File: src/rtl/uart_tx_fifo_cfg.sv
// uart_tx_fifo_cfg: UART transmitter with transmit FIFO and runtime-selectable frame format
module uart_tx_fifo_cfg #(
    parameter int FIFO_DEPTH = 16,
    parameter int DIV_W = 16,
    localparam int CNT_W = $clog2(FIFO_DEPTH) + 1
) (
    input  logic             clk_i,
    input  logic             rst_i,
    input  logic             tx_en_i,
    input  logic [DIV_W-1:0] baud_div_i,
    input  logic [1:0]       data_len_i,
    input  logic [1:0]       parity_i,
    input  logic             stop2_i,
    input  logic             break_i,
    input  logic             wr_valid_i,
    output logic             wr_ready_o,
    input  logic [7:0]       wr_data_i,
    output logic [CNT_W-1:0] level_o,
    output logic             busy_o,
    output logic             frame_done_o,
    output logic             tx_o
);
    localparam int AW = $clog2(FIFO_DEPTH);
    typedef enum logic [2:0] {IDLE, START, DATA, PARITY, STOP} state_t;
    state_t state, state_n;
    logic [7:0] mem [FIFO_DEPTH];
    logic [AW-1:0] wr_ptr, rd_ptr;
    logic [DIV_W-1:0] cnt;
    logic [2:0] idx, idx_n;
    logic stop_cnt, stop_n;
    logic [7:0] data_q;
    logic [1:0] len_q, par_q;
    logic stop2_q;
    logic push, pop, tick, empty, par_bit, tx_n;
    assign empty = level_o == '0;
    assign wr_ready_o = level_o != CNT_W'(FIFO_DEPTH);
    assign push = wr_valid_i && wr_ready_o;
    assign busy_o = state != IDLE;
    assign tick = busy_o && cnt == baud_div_i;
    assign par_bit = ^(data_q & (8'hFF >> (2'd3 - len_q))) ^ par_q[1];
    // FIFO storage; contents need no reset
    always_ff @(posedge clk_i) begin
        if (push) mem[wr_ptr] <= wr_data_i;
    end
    // FIFO pointers and occupancy
    always_ff @(posedge clk_i) begin
        if (rst_i) begin
            wr_ptr <= '0;
            rd_ptr <= '0;
            level_o <= '0;
        end else begin
            wr_ptr <= wr_ptr + AW'(push);
            rd_ptr <= rd_ptr + AW'(pop);
            level_o <= level_o + CNT_W'(push) - CNT_W'(pop);
        end
    end
    // Frame state, baud counter, latched frame format and the registered line
    always_ff @(posedge clk_i) begin
        if (rst_i) begin
            state <= IDLE;
            cnt <= '0;
            idx <= '0;
            stop_cnt <= 1'b0;
            tx_o <= 1'b1;
            data_q <= '0;
            len_q <= '0;
            par_q <= '0;
            stop2_q <= 1'b0;
        end else begin
            state <= state_n;
            cnt <= (!busy_o || tick) ? '0 : cnt + 1'b1;
            idx <= idx_n;
            stop_cnt <= stop_n;
            tx_o <= tx_n;
            if (pop) begin
                data_q <= mem[rd_ptr];
                len_q <= data_len_i;
                par_q <= parity_i;
                stop2_q <= stop2_i;
            end
        end
    end
    // Next state, FIFO pop and line level for the upcoming cycle
    always_comb begin
        state_n = state;
        idx_n = idx;
        stop_n = stop_cnt;
        pop = 1'b0;
        frame_done_o = 1'b0;
        case (state)
            IDLE: begin
                pop = tx_en_i && !empty;
                state_n = pop ? START : IDLE;
            end
            START: if (tick) begin
                state_n = DATA;
                idx_n = '0;
            end
            DATA: if (tick) begin
                if (idx == {1'b0, len_q} + 3'd4) begin
                    state_n = (par_q[0] ^ par_q[1]) ? PARITY : STOP;
                    stop_n = 1'b0;
                end else begin
                    idx_n = idx + 3'd1;
                end
            end
            PARITY: if (tick) begin
                state_n = STOP;
                stop_n = 1'b0;
            end
            STOP: if (tick) begin
                if (stop_cnt == stop2_q) begin
                    frame_done_o = 1'b1;
                    pop = tx_en_i && !empty;
                    state_n = pop ? START : IDLE;
                end else begin
                    stop_n = 1'b1;
                end
            end
            default: state_n = IDLE;
        endcase
        tx_n = state_n == IDLE ? !break_i :
               state_n == START ? 1'b0 :
               state_n == DATA ? data_q[idx_n] :
               state_n == PARITY ? par_bit : 1'b1;
    end
endmodule

File: config.mk
export PLATFORM = sky130hd
export DESIGN_NAME = uart_tx_fifo_cfg
export DESIGN_NICKNAME = d
export VERILOG_FILES = /design/src/rtl/uart_tx_fifo_cfg.sv
export SDC_FILE = /design/constraint.sdc
export NUM_CORES = 1
export LEC_CHECK = 0
export BUFFER_PORTS_ARGS = -buffer_cell sky130_fd_sc_hd__buf_2
export CAP_MARGIN = 20
export CORE_MARGIN = 2
export CORE_UTILIZATION = 50
export CTS_BUF_LIST = sky130_fd_sc_hd__clkbuf_8
export DETAILED_ROUTE_END_ITERATION = 6
export PLACE_DENSITY = 0.67
export SYNTH_ARGS = -nofsm -noshare
export SYNTH_HDL_FRONTEND = slang
export SYNTH_SLANG_ARGS = --single-unit
export TNS_END_PERCENT = 100
File: constraint.sdc
create_clock -name clk_i -period 9 [get_ports clk_i]
set_input_delay 2.7 -clock clk_i [delete_from_list [all_inputs] [get_ports clk_i]]
set_output_delay 2.7 -clock clk_i [all_outputs]
set_load 0.05 [all_outputs]
==> impl_metrics.py <==
metrics = {
    "clock_tree": {
        "clk_pin_slew_ps": 90,
        "numClockSinks": 178,
        "cts_tree": "built",
        "htreeDepth": 4,
        "ctsResizeCount": 0,
        "cts_buffer_depth": 2,
        "clock_latency_ps": 470,
        "cts_root_buffer": "clkbuf_8",
        "hold_buffers": 0,
        "cts_buffers": 17,
        "cts_setup_buffers": 0,
    },
    "worst_setup_path": {
        "slowest_stage": "nor4_4",
        "required_ps": 6300,
        "critPathKind": "in2out",
        "startpoint": "baud_div_i[9]",
        "r2r_setup_slack_ps": 5340,
        "critPathCaptureType": "output port",
        "slowest_delay_ps": 840,
        "cp_common_cell": "buf_2",
        "crit_arrival_ps": 4490,
        "cp-start-kind": "primary input",
        "worstSetupEndpoint": "frame_done_o",
        "reg2reg_to": "level_o[4]$_SDFF_PP0_",
        "path_cells": "buf_2 > xnor2_1 > nand4_1 > nor4_4 > nand2_1 > nor2_1 > buf_2",
        "worstPathMaxFanout": 14,
        "r2r_cells": 15,
        "rr_startpoint": "cnt[0]$_SDFF_PP0_",
    },
    "synth": {
        "ys_seq_elements": 178,
        "synth.top_cell.area_share_pct": 50.5,
        "netlist_area_sq_mm": 0.00761,
        "synth-simple-area-share_pct": 9.33,
        "synthMuxAreaShare_pct": 13.6,
        "synth.avg_cell_area_sq_um": 14.9,
        "synth_top_family_by_area": "multiplexers",
        "synth_xor_area_share_pct": 5.29,
        "synth.most_common_cell": "edfxtp_1",
        "seq_area_frac_synth_pct": 63.6,
        "synth_compound_area_share_pct": 4.24,
        "synthAdderAreaFrac_pct": 1.91,
        "synth_ff_type": "edfxtp_1",
        "netlist_top_cells_area": "edfxtp_1, dfxtp_1, mux4_2",
        "async_flop_share_pct": 0,
        "yosys-top-cells-count": "edfxtp_1, nor2_1, dfxtp_1",
        "ys_types": 50,
        "synthesis.nets": 556,
        "synth_top_area_cell": "edfxtp_1",
        "yosysWarnings": 0,
        "synth_edf_count": 128,
        "synth_cells": 511,
    },
    "final_layout": {
        "antenna-diode-count": 0,
        "fillers": 1175,
        "final-seq-area_sq_mm": 0.00485,
        "multiInputGateArea_sq_mm": 0.00262,
        "layout-drive-gt1-share_pct": 24.8,
        "nNetsFinal": 600,
        "synthToLayoutAreaGrowth_pct": 10.1,
    },
    "timing": {
        "worstMarginPinSlew_ps": 923,
        "fin_worst_skew_ps": 10.2,
        "maxSlewHeadroom_pct": 38.0,
        "setup_viol": 0,
        "setup_tns_ps": 0,
        "finalCriticalPeriod_ps": 7190,
        "slew_viol_final": 0,
        "timing.hold.ws_ps": 479,
        "rsz0062_at_grt": "no",
        "clock.fmax_ghz": 0.139,
        "hold_violations": 0,
        "finalCritPeriodShare_pct": 79.9,
    },
    "floorplan": {
        "die_w_um": 127,
        "ios": 43,
        "core_area_sq_mm": 0.0150,
        "die_area_sq_mm": 0.0162,
        "initial_core_util_pct": 50.6,
        "rows": 45,
        "die_h_um": 127,
    },
    "routing": {
        "initialDrtViolationCount": 271,
        "ant_nets": 0,
        "dr.pass1.iters": 4,
        "routedWlPerCell_um": 17.8,
        "wirelength_mm": 13.5,
        "drc": 0,
        "vias": 4187,
        "vias_per_cell": 5.54,
    },
    "status": {
        "outcome": "completed",
    },
    "global_route": {
        "gr-total-overflow": 0,
        "grt_pass1_wl_mm": 21.8,
        "grt_max_degree": 36,
        "grt_pass1_vias": 4196,
        "grtUsageTotal_pct": 17.8,
        "antenna_found_initial": 0,
    },
    "place": {
        "hpwl_mm": 9.25,
        "port_buffers": 42,
        "gp_congestion": 0.782,
    },
    "pwr": {
        "irDropWorstVdd_v": 0.000139,
        "p_leak_nw": 2.80,
        "powerDensity_mw_per_mm2": 239,
    },
    "flow_run": {
        "drv_cap": 0,
    },
    "hold_path": {
        "hold_path.class": "reg2reg",
    },
}
-- worst min-delay path by stage --
stage | slack (ps) | end | from | cells past startpoint
CTS | 480 | par_q[0]$_SDFFE_PP0P_ | par_q[0]$_SDFFE_PP0P_ | 2
global placement | 460 | par_q[0]$_SDFFE_PP0P_ | par_q[0]$_SDFFE_PP0P_ | 2
finish | 480 | par_q[0]$_SDFFE_PP0P_ | par_q[0]$_SDFFE_PP0P_ | 2
floorplan | 450 | par_q[0]$_SDFFE_PP0P_ | par_q[0]$_SDFFE_PP0P_ | 2
detailed placement | 470 | par_q[0]$_SDFFE_PP0P_ | par_q[0]$_SDFFE_PP0P_ | 2
global route | 520 | par_q[0]$_SDFFE_PP0P_ | par_q[0]$_SDFFE_PP0P_ | 2
-- layer usage --
| layer | GRT usage, % | vias up | routed length, um |
|---|---|---|---|
| met3 | 4.36 | 16 | 538 |
| met1 | 23.1 | 2075 | 6030 |
| met2 | 29.9 | 97 | 6750 |
| li1 | - | 1999 | - |
| met5 | 0 | - | 0 |
| met4 | 5.43 | 0 | 161 |
-- area by class of cell --
class | count | area share, %
multi-input cells | 299 | 31.2
well taps | 188 | 2.81
inverters | 11 | 0.493
flip-flops and latches | 178 | 57.8
repair buffers | 48 | 3.05
clock buffers | 17 | 2.79
clock inverters | 15 | 1.81
-- worst max-delay path: cells and delay by family --
family        cells  cell delay, ps
simple gates      4            1240
buf+inv           2             360
xor+xnor          1             180
-- cell families after synthesis --
logic type      Yosys count
compound gates           45
xor+xnor                 46
fa+ha+maj                11
buf+inv                  34
flops                   178
mux                      53
simple gates            144
-- state kept, by name (all words and copies together), names as in the netlist --
signal,count
mem,128
state,3
cnt,16
len_q,2
par_q,2
level_o,5
wr_ptr,4
tx_o,1
stop_cnt,1
data_q,8
idx,3
stop2_q,1
rd_ptr,4
-- cells in the final DEF, fill, tap and decap left out, types with 5 or more instances in the layout --
cell / count
a21oi_1: 17
and3_1: 5
nor2_1: 57
buf_4: 6
nor2b_1: 7
xor2_1: 10
inv_1: 12
dfxtp_1: 49
o21ai_0: 8
nand4_1: 7
or3_1: 6
xnor2_1: 36
mux2i_1: 9
ha_1: 10
buf_2: 42
clkbuf_8: 17
nand2_1: 29
edfxtp_1: 128
mux4_2: 40
nand3_1: 12
-- power by group --
group	switching [mW]	internal, mW
clock network	0.307	0.227
registers	0.0381	0.927
logic	0.273	0.235
total	0.617	1.39
-- per-stage QoR --
stage | std cells | instance area [sq um] | setup WS, ps | util [%] | power [mW]
2_1_floorplan | 511 | 7610 | 2030 | - | 1.38
3_3_place_gp | 724 | 8000 | 1850 | 53.2 | 1.48
3_5_place_dp | 724 | 8000 | 1830 | 53.2 | 1.50
4_1_cts | 756 | 8380 | 1810 | 55.7 | 2.03
5_1_grt | 756 | 8380 | 1590 | 55.7 | 2.10
6_report | 756 | 8380 | 1810 | 55.7 | 2.01
Power figures use the tool's default switching activity.
